$ cat config.mk
export PLATFORM = sky130hd
export DESIGN_NAME = prefetch_unit
export DESIGN_NICKNAME = d
export VERILOG_FILES = /design/src/rtl/cpu_pkg.sv /design/src/rtl/prefetch_fifo.sv /design/src/rtl/prefetch_unit.sv
export SDC_FILE = /design/constraint.sdc
export NUM_CORES = 1
export LEC_CHECK = 0
export CAP_MARGIN = 5
export CORE_ASPECT_RATIO = 1.2
export CORE_MARGIN = 5
export CORE_UTILIZATION = 63
export CTS_BUF_LIST = sky130_fd_sc_hd__clkbuf_8
export CTS_CLUSTER_DIAMETER = 200
export CTS_CLUSTER_SIZE = 20
export DETAILED_ROUTE_END_ITERATION = 10
export PLACE_DENSITY = 0.95
export SYNTH_ARGS = -nofsm -noshare
export SYNTH_HDL_FRONTEND = slang
export SYNTH_SLANG_ARGS = --single-unit
$ cat constraint.sdc
create_clock -name clk -period 4.4 [get_ports clk]
set_input_delay 0.88 -clock clk [delete_from_list [all_inputs] [get_ports clk]]
set_output_delay 0.88 -clock clk [all_outputs]
set_load 0.01 [all_outputs]
$ cat src/rtl/cpu_pkg.sv
// Shared CPU-side definitions: default widths, reset fetch address and the
// prefetch controller state encoding.
package cpu_pkg;

  localparam int          ADDR_WIDTH_DEF = 12;
  localparam int          DATA_WIDTH_DEF = 16;
  localparam logic [11:0] RESET_PC_DEF   = 12'h100;

  // IDLE: nothing outstanding, REQ: request in flight whose data is wanted,
  // DRAIN: request in flight whose data must be thrown away.
  typedef enum logic [1:0] {
    ST_IDLE  = 2'd0,
    ST_REQ   = 2'd1,
    ST_DRAIN = 2'd2
  } pf_state_e;

  // Width of an occupancy counter able to hold 0..depth inclusive.
  function automatic int cnt_width(input int depth);
    return $clog2(depth) + 1;
  endfunction

endpackage

$ cat src/rtl/prefetch_fifo.sv
// Synchronous instruction buffer with single-cycle flush and occupancy count.
// A push into a full buffer is accepted only when a pop frees a slot in the
// same cycle; a pop from an empty buffer is ignored.
module prefetch_fifo
  import cpu_pkg::*;
#(
  parameter int WIDTH = 28,
  parameter int DEPTH = 4
) (
  input  logic                        clk,
  input  logic                        rst,
  input  logic                        flush_i,
  input  logic                        push_i,
  input  logic [WIDTH-1:0]            wdata_i,
  input  logic                        pop_i,
  output logic [WIDTH-1:0]            rdata_o,
  output logic                        valid_o,
  output logic [cnt_width(DEPTH)-1:0] count_o
);

  localparam int              PW      = $clog2(DEPTH);
  localparam int              CW      = cnt_width(DEPTH);
  localparam logic [CW-1:0]   DEPTH_C = CW'(DEPTH);
  localparam logic [CW-1:0]   CNT_ONE = CW'(32'd1);
  localparam logic [PW-1:0]   PTR_ONE = PW'(32'd1);

  logic [WIDTH-1:0] mem_q [DEPTH];
  logic [PW-1:0]    wr_ptr_q;
  logic [PW-1:0]    rd_ptr_q;
  logic [CW-1:0]    count_q;
  logic             pop_ok_s;
  logic             push_ok_s;

  // Qualify push/pop against the current occupancy.
  always_comb begin
    pop_ok_s  = pop_i && (count_q != '0);
    push_ok_s = push_i && ((count_q != DEPTH_C) || pop_ok_s);
  end

  // Pointer and occupancy bookkeeping; flush empties the buffer in one cycle.
  always_ff @(posedge clk) begin
    if (rst) begin
      wr_ptr_q <= '0;
      rd_ptr_q <= '0;
      count_q  <= '0;
    end else if (flush_i) begin
      wr_ptr_q <= '0;
      rd_ptr_q <= '0;
      count_q  <= '0;
    end else begin
      if (push_ok_s) begin
        wr_ptr_q <= wr_ptr_q + PTR_ONE;
      end else begin
        wr_ptr_q <= wr_ptr_q;
      end
      if (pop_ok_s) begin
        rd_ptr_q <= rd_ptr_q + PTR_ONE;
      end else begin
        rd_ptr_q <= rd_ptr_q;
      end
      case ({push_ok_s, pop_ok_s})
        2'b10:   count_q <= count_q + CNT_ONE;
        2'b01:   count_q <= count_q - CNT_ONE;
        default: count_q <= count_q;
      endcase
    end
  end

  // Entry storage; cleared on reset so the head reads as zero afterwards.
  always_ff @(posedge clk) begin
    if (rst) begin
      for (int i = 0; i < DEPTH; i++) begin
        mem_q[i] <= '0;
      end
    end else if (push_ok_s) begin
      mem_q[wr_ptr_q] <= wdata_i;
    end else begin
      mem_q[wr_ptr_q] <= mem_q[wr_ptr_q];
    end
  end

  assign rdata_o = mem_q[rd_ptr_q];
  assign valid_o = (count_q != '0);
  assign count_o = count_q;

endmodule

$ cat src/rtl/prefetch_unit.sv
// Instruction prefetcher: keeps a small buffer of sequential instruction
// words ahead of the CPU, one memory read in flight at a time, and flushes
// and refetches on a redirect. A read abandoned by a redirect is drained
// (its data discarded) before the next read is issued.
module prefetch_unit
  import cpu_pkg::*;
#(
  parameter int                    ADDR_WIDTH = ADDR_WIDTH_DEF,
  parameter int                    DATA_WIDTH = DATA_WIDTH_DEF,
  parameter int                    DEPTH      = 4,
  parameter logic [ADDR_WIDTH-1:0] RESET_PC   = ADDR_WIDTH'(RESET_PC_DEF)
) (
  input  logic                  clk,
  input  logic                  rst,
  output logic                  mem_req,
  output logic [ADDR_WIDTH-1:0] mem_addr,
  input  logic                  mem_ack,
  input  logic [DATA_WIDTH-1:0] mem_rdata,
  output logic                  instr_valid,
  output logic [DATA_WIDTH-1:0] instr,
  output logic [ADDR_WIDTH-1:0] instr_pc,
  input  logic                  instr_ready,
  input  logic                  redirect,
  input  logic [ADDR_WIDTH-1:0] redirect_pc
);

  localparam int                    CW         = cnt_width(DEPTH);
  localparam int                    EW         = ADDR_WIDTH + DATA_WIDTH;
  localparam logic [CW-1:0]         DEPTH_C    = CW'(DEPTH);
  localparam logic [ADDR_WIDTH-1:0] PC_STEP    = ADDR_WIDTH'(32'd2);
  localparam logic [ADDR_WIDTH-1:0] ALIGN_MASK = ~ADDR_WIDTH'(32'd1);

  pf_state_e             state_q;
  logic [ADDR_WIDTH-1:0] fetch_pc_q;
  logic [ADDR_WIDTH-1:0] fetch_pc_d;
  logic                  mem_req_q;
  logic [ADDR_WIDTH-1:0] mem_addr_q;

  logic [ADDR_WIDTH-1:0] redir_pc_s;
  logic                  space_s;
  logic                  push_s;
  logic                  pop_s;
  logic [EW-1:0]         fifo_wdata_s;
  logic [EW-1:0]         fifo_rdata_s;
  logic                  fifo_valid_s;
  logic [CW-1:0]         fifo_count_s;

  // Datapath glue: aligned redirect target, next sequential PC, and the
  // buffer push/pop qualifiers. A redirect suppresses both push and pop.
  always_comb begin
    redir_pc_s   = redirect_pc & ALIGN_MASK;
    fetch_pc_d   = fetch_pc_q + PC_STEP;
    space_s      = (fifo_count_s < DEPTH_C);
    push_s       = (state_q == ST_REQ) && mem_ack && !redirect;
    pop_s        = instr_ready && fifo_valid_s && !redirect;
    fifo_wdata_s = {mem_rdata, mem_addr_q};
  end

  // Fetch controller: issues reads, tracks the outstanding one and decides
  // whether its data is kept or drained. Issue is only considered in IDLE,
  // where nothing is outstanding, so buffered count alone bounds the issue.
  always_ff @(posedge clk) begin
    if (rst) begin
      state_q    <= ST_IDLE;
      fetch_pc_q <= RESET_PC;
      mem_req_q  <= 1'b0;
      mem_addr_q <= RESET_PC;
    end else begin
      case (state_q)
        ST_IDLE: begin
          if (redirect) begin
            fetch_pc_q <= redir_pc_s;
          end else if (space_s) begin
            state_q    <= ST_REQ;
            mem_req_q  <= 1'b1;
            mem_addr_q <= fetch_pc_q;
            fetch_pc_q <= fetch_pc_d;
          end else begin
            state_q <= ST_IDLE;
          end
        end
        ST_REQ: begin
          if (redirect) begin
            fetch_pc_q <= redir_pc_s;
            mem_req_q  <= 1'b0;
            state_q    <= mem_ack ? ST_IDLE : ST_DRAIN;
          end else if (mem_ack) begin
            mem_req_q <= 1'b0;
            state_q   <= ST_IDLE;
          end else begin
            state_q <= ST_REQ;
          end
        end
        ST_DRAIN: begin
          if (redirect) begin
            fetch_pc_q <= redir_pc_s;
          end else begin
            fetch_pc_q <= fetch_pc_q;
          end
          if (mem_ack) begin
            state_q <= ST_IDLE;
          end else begin
            state_q <= ST_DRAIN;
          end
        end
        default: begin
          state_q   <= ST_IDLE;
          mem_req_q <= 1'b0;
        end
      endcase
    end
  end

  prefetch_fifo #(
    .WIDTH (EW),
    .DEPTH (DEPTH)
  ) u_fifo (
    .clk     (clk),
    .rst     (rst),
    .flush_i (redirect),
    .push_i  (push_s),
    .wdata_i (fifo_wdata_s),
    .pop_i   (pop_s),
    .rdata_o (fifo_rdata_s),
    .valid_o (fifo_valid_s),
    .count_o (fifo_count_s)
  );

  assign mem_req     = mem_req_q;
  assign mem_addr    = mem_addr_q;
  assign instr_valid = fifo_valid_s;
  assign instr       = fifo_rdata_s[EW-1:ADDR_WIDTH];
  assign instr_pc    = fifo_rdata_s[ADDR_WIDTH-1:0];

endmodule

==> results.ini <==
[logic_synthesis]
synth_compound_area_share_pct=6.06
ys_types=52
synth-seq-cells=146
synthCells=482
yosysSeqAreaShare_pct=61.6
synth_edf_count=112
synth_xor_area_share_pct=0.800
syn_area_sq_mm=0.00657
synth-simple-area-share_pct=17.3
synth-adder-area-share_pct=1.45
ys_async_sr_fraction_pct=0
avgSynthCellArea_sq_um=13.6
synthMuxAreaShare_pct=9.61
ys.flop_type=edfxtp_1
yosys_warnings=0
synth_top_family_by_area=simple AND/OR/NAND/NOR gates

[global_routing]
grt_overflow=0
grt_pass1_vias=4350
grt_antenna_before_repair=0
grt_pass1_wl_um=22300
grt_util_all_layers_pct=23.9
grt_max_degree=39

[pwr]
swShare_pct=21.9
pwr-share-seq_pct=54.5
cellPowerDensity_mw_per_mm2=371
power.internal_mw=2.26
pwr-share-comb_pct=7.5
p_sw_mw=0.634
p_leak_nw=2.92
max-vdd-ir-drop_uv=344
power_frac_clock_pct=37.9

[clocking]
cts_hold_buf=0
clk_pin_slew_ns=0.08
clk_latency_ns=0.44
cts.repair.resized=0
cts_inserted_buffers=17
cts-root-buf=clkbuf_8
clock-sinks=146
cts_setup_buffers=0
htreeDepth=4
cts_tree=built
clk_path_buf_depth=2

[setup_path]
worstPathRequired_ns=3.52
critical_path.cell_chain=buf_4 -> mux4_2 -> clkdlybuf4s50_1
crit_arrival_ns=2.59
critPathSlowestCell=dfxtp_2
critPathTopFamily=buffers and inverters
critPathBufInv=2
worstSetupEndpointType=output pin
start_kind=register
crit_type=reg -> out
cp_max_fo=15
critPathMaxStageDelay_ns=0.66

[placed_design]
portBuffers=72
gp_congestion=0.818
dp_hpwl_um=8750
placed_cell_area_sq_mm=0.00736

[detailed_routing]
vias=4216
avgRoutedWirePerCell_um=20.2
viasPerCell=6.09
drt_first_iter_violations=289
drcViolationCount=0
wl_um=14000
firstDrtPassIters=5
ant_nets=0

[sta]
period_share_pct=78.9
hold_viol=0
skew_ns=0.00742
rsz0062_at_grt=false
drv_slew=0
clock.fmax_mhz=288
fin_setup_tns_ns=0
relSlewSlack_pct=30.5
min_period_ns=3.47
setup_viol=0
worst_pin_slew_ns=1.04

[floorplanning]
die_h_um=122
io_pins=75
num_rows=40
dieArea_sq_mm=0.0126
core_area_sq_mm=0.0101
die_w_um=103
start_util_pct=64.9

[hold_path]
hp-class=reg -> reg

[layout]
drive_above_1_share_pct=16.4
n_antenna_cell=0
fillers=573
stdcell_area_sq_mm=0.00779
syn_to_final_growth_pct=18.6
seq_area_sq_mm=0.00405
nets=593
multi_input_area_sq_mm=0.00233
final_common_cell=edfxtp_1
final_cell_mix=edfxtp_1 (112), clkdlybuf4s50_1 (72), and2_1 (62)

[outcome]
status=finished, final reports clean

[job]
maxCapViolCount=0

worst register-to-register path, delay by kind of cell, from the launching register on:
family	cells	cell delay [ns]
simple gates	4	1.93
flops	1	0.40
fa+ha+maj	1	0.25
power by group through the flow:
stage / logic, mW / registers [mW] / clock network [mW]
2_1_floorplan: 0.115 / 1.59 / 0
3_3_place_gp: 0.209 / 1.60 / 0
3_5_place_dp: 0.216 / 1.61 / 0
4_1_cts: 0.218 / 1.58 / 1.11
5_1_grt: 0.236 / 1.58 / 1.18
6_report: 0.218 / 1.58 / 1.10
per-layer routing:
metal  vias up  global-route usage (%)  share of wire [%]
met3        25                    6.07                7.0
met2       181                    41.5                 54
met5         -                       0                  0
li1       1925                       -                  -
met1      2085                    29.2                 37
met4         0                    7.21                1.6
sequential cells by signal (all words and copies together) (netlist names), named ones only:
signal / count
u_fifo.mem_q: 112
fetch_pc_q: 11
mem_addr: 11
u_fifo.count_o: 3
state_q: 2
u_fifo.rd_ptr_q: 2
u_fifo.wr_ptr_q: 2
mem_req: 1
worst paths after layout:
path / depth (start not counted) / end / from / slack (ns)
max: 3 / instr_pc[1] / register / 0.93
min: 2 / mem_addr[9]$_SDFFE_PP0P_ / fetch_pc_q[9]$_SDFFE_PP0P_ / 0.48
max reg2reg: 5 / u_fifo.mem_q[1][21]$_SDFFCE_PN0P_ / state_q[0]$_SDFFE_PP0N_ / 1.67
min reg2reg: 2 / mem_addr[9]$_SDFFE_PP0P_ / fetch_pc_q[9]$_SDFFE_PP0P_ / 0.48
metrics by stage:
| step | util (%) | power (mW) | instances | setup WS, ns | hold slack (ns) |
|---|---|---|---|---|---|
| 6_report | 77.0 | 2.89 | 692 | 0.930 | 0.482 |
| 3_5_place_dp | 72.8 | 1.82 | 660 | 0.740 | 0.475 |
| 4_1_cts | 77.0 | 2.91 | 692 | 0.841 | 0.486 |
| 5_1_grt | 77.0 | 3.00 | 692 | 0.724 | 0.516 |
| 3_3_place_gp | 72.8 | 1.81 | 660 | 0.851 | 0.460 |
| 2_1_floorplan | - | 1.71 | 486 | 1.41 | 0.440 |
cell type report:
cell class	instances	area share (%)
Clock buffer	17	3.00
Clock inverter	15	2.47
Inverter	10	0.482
Multi-Input combinational cell	297	30.0
Sequential cell	146	51.9
Tap cell	126	2.02
Timing Repair Buffer	81	10.1
cells in the mapped netlist (2+ instances only):
library cell | count | area share, %
edfxtp_1 | 112 | 51
and2_1 | 62 | 5.9
dfxtp_1 | 34 | 10
and3_1 | 30 | 2.9
nand2_1 | 29 | 1.7
mux4_2 | 28 | 9.6
clkbuf_1 | 24 | 1.4
nor2_1 | 21 | 1.2
a21oi_1 | 20 | 1.5
and2_4 | 20 | 2.7
inv_1 | 10 | 0.57
o21ai_0 | 8 | 0.61
ha_1 | 6 | 1.1
nand3_1 | 6 | 0.46
and3b_1 | 4 | 0.53
nand4_1 | 4 | 0.38
xor2_1 | 4 | 0.53
a211oi_1 | 3 | 0.34
a21o_1 | 3 | 0.34
a311oi_1 | 3 | 0.40
and4_1 | 3 | 0.40
buf_2 | 3 | 0.23
o22ai_1 | 3 | 0.29
o31ai_1 | 3 | 0.34
a2111oi_0 | 2 | 0.27
a221o_1 | 2 | 0.30
a221oi_1 | 2 | 0.27
a22oi_1 | 2 | 0.23
a31oi_1 | 2 | 0.19
buf_6 | 2 | 0.34
buf_8 | 2 | 0.46
nand2b_1 | 2 | 0.19
o2bb2ai_1 | 2 | 0.27
or3_1 | 2 | 0.19
xnor2_1 | 2 | 0.27
logic make-up after synthesis:
| group | count (synthesis) |
|---|---|
| AND/OR/NAND/NOR | 191 |
| flip-flops | 146 |
| AO/OA/AOI/OAI | 60 |
| buffers and inverters | 43 |
| multiplexers | 28 |
| adder cells (fa/ha/maj) | 7 |
| XOR/XNOR | 6 |
| other | 1 |
Power figures use the tool's default switching activity.
==> RTL change (same settings) <==
`DEPTH` is set to 4 in 2 places; all go to 8.
--- a/src/rtl/prefetch_fifo.sv
+++ b/src/rtl/prefetch_fifo.sv
@@ -5,7 +5,7 @@
   import cpu_pkg::*;
 #(
   parameter int WIDTH = 28,
-  parameter int DEPTH = 4
+  parameter int DEPTH = 8
 ) (
   input  logic                        clk,
   input  logic                        rst,
--- a/src/rtl/prefetch_unit.sv
+++ b/src/rtl/prefetch_unit.sv
@@ -7,7 +7,7 @@
 #(
   parameter int                    ADDR_WIDTH = ADDR_WIDTH_DEF,
   parameter int                    DATA_WIDTH = DATA_WIDTH_DEF,
-  parameter int                    DEPTH      = 4,
+  parameter int                    DEPTH      = 8,
   parameter logic [ADDR_WIDTH-1:0] RESET_PC   = ADDR_WIDTH'(RESET_PC_DEF)
 ) (
   input  logic                  clk,
Check against the original RTL: no difference found for any inputs over 4 cycles, from zero or initial values and one cycle with rst high; that may be too few to reach the edited logic, so the function may still have changed.
==> RTL change against the original RTL <==
- clock skew up 0.0096 ns
- worst setup slack got worse by 0.25 ns
- synthesized cell count up 67%
- synthesized area is 77% higher
- die area is 70% higher
- sequential power up 73%
- power is 41% higher
- design area rose by 66%
- critical path depth up 1
- routed wire length up 75%
- sequential cell count up 108
- critical path type unchanged
- highest routed layer unchanged
==> RTL change: results (changes against the original RTL) <==
| Metric | Value |
|---|---|
| Cells after synthesis | `806 (was 482)` |
| Source of the worst register-to-register timing path | `state_q[1] (was state_q[0])` |
| Last weighted congestion value of the routability-driven placer | `0.864 (was 0.818)` |
| Met1 GRT Util | `0.288 (was 0.292)` |
| Startpoint of the lowest-slack hold path | `fetch_pc_q[11] (was fetch_pc_q[9])` |
| Xor and xnor area share after synthesis | `0.00451 (was 0.00800)` |
| Outcome | `finished clean (unchanged)` |
| Count of flip-flops with a built-in enable after synthesis | `216 (was 112)` |
| Via-per-instance ratio | `6.23 (was 6.09)` |
| Worst hold path endpoint | `mem_addr[11] (was mem_addr[9])` |
| Adder and majority gate portion of the synthesized area | `0.0107 (was 0.0145)` |
| Count of port buffers added during placement | `71 (was 72)` |
| Synth Area in Compound Gates | `0.0351 (was 0.0606)` |
| Number of distinct library cell variants in the gate-level netlist after synthesis | `51 (was 52)` |
| Average wire per cell in the routed design | `22.2 um (was 20.2 um)` |
| Arr. time, crit path | `2.84 ns (was 2.59 ns)` |
| Worst vdd ir | `0.000203 V (was 0.000344 V)` |
| Reg clk slew, reported paths | `0.13 ns (was 0.08 ns)` |
| Number of flip-flops under the largest register name | `216 (was 112)` |
| Slowest library cell on the worst path | `sky130_fd_sc_hd__mux4_2 (was sky130_fd_sc_hd__dfxtp_2)` |
| Leading cell types by count after synthesis | `sky130_fd_sc_hd__and2_1, sky130_fd_sc_hd__edfxtp_1, sky130_fd_sc_hd__mux4_2 (was sky130_fd_sc_hd__edfxtp_1, sky130_fd_sc_hd__and2_1, sky130_fd_sc_hd__dfxtp_1)` |
| Depth of the worst register-to-register path | `12 (was 5)` |
| Global routing usage on met2 | `0.414 (was 0.415)` |
| Total via count in the routed design | `6,880 (was 4,216)` |
| Area after DPL | `0.0126 mm^2 (was 0.00736 mm^2)` |
| Worst-path maximum fanout | `41 (was 15)` |
| Fillers | `1,095 (was 573)` |
| First-pass GRT wire length | `38,700 um (was 22,300 um)` |
| Number of global-route vias before repair | `7,274 (was 4,350)` |
| Minimum setup slack after placement | `0.771 ns (was 0.740 ns)` |
| Switching component of the power | `891 uW (was 634 uW)` |
| CP endpoint | `instr_pc[2] (was instr_pc[1])` |
| Total half-perimeter wirelength after legalization and detailed placement | `15,100 um (was 8750 um)` |
| Clock H-tree levels | `1 (was 4)` |
| Min cycle time layout | `3.72 ns (was 3.47 ns)` |
| Delay of the slowest cell on the worst path | `0.57 ns (was 0.66 ns)` |
| Sequential cell area fraction in the yosys report | `0.622 (was 0.616)` |
| Core Util, Final | `0.709 (was 0.770)` |
## RTL change: cell type report
type	count	area share
inverters	11	0.00340
multi-input cells	493	0.319
clock buffers	17	0.0182
well taps	224	0.0217
repair buffers	94	0.0714
flip-flops and latches	254	0.563
clock inverters	11	0.00359
## RTL change: logic make-up (layout without fill, tap and decap cells)
logic type | count (synthesis) | count (layout)
buf+inv | 60 | 133
xor+xnor | 6 | 6
compound gates | 65 | 65
other cells | 1 | 2
fa+ha+maj | 10 | 10
simple gates | 326 | 326
mux | 84 | 84
flops | 254 | 254
## RTL change: power groups by stage
stage	Sequential (mW)	Combinational [mW]	Clock (mW)
3_5_place_dp	2.79	0.281	0
4_1_cts	2.73	0.282	1.06
6_report	2.73	0.282	1.05
2_1_floorplan	2.77	0.151	0
3_3_place_gp	2.78	0.273	0
5_1_grt	2.74	0.304	1.17
## RTL change: layer usage
layer  up-vias  part of all wire
li1       3071                 -
met1      3440              0.36
met2       309              0.54
met3        60             0.071
met4         0             0.030
met5         -                 0
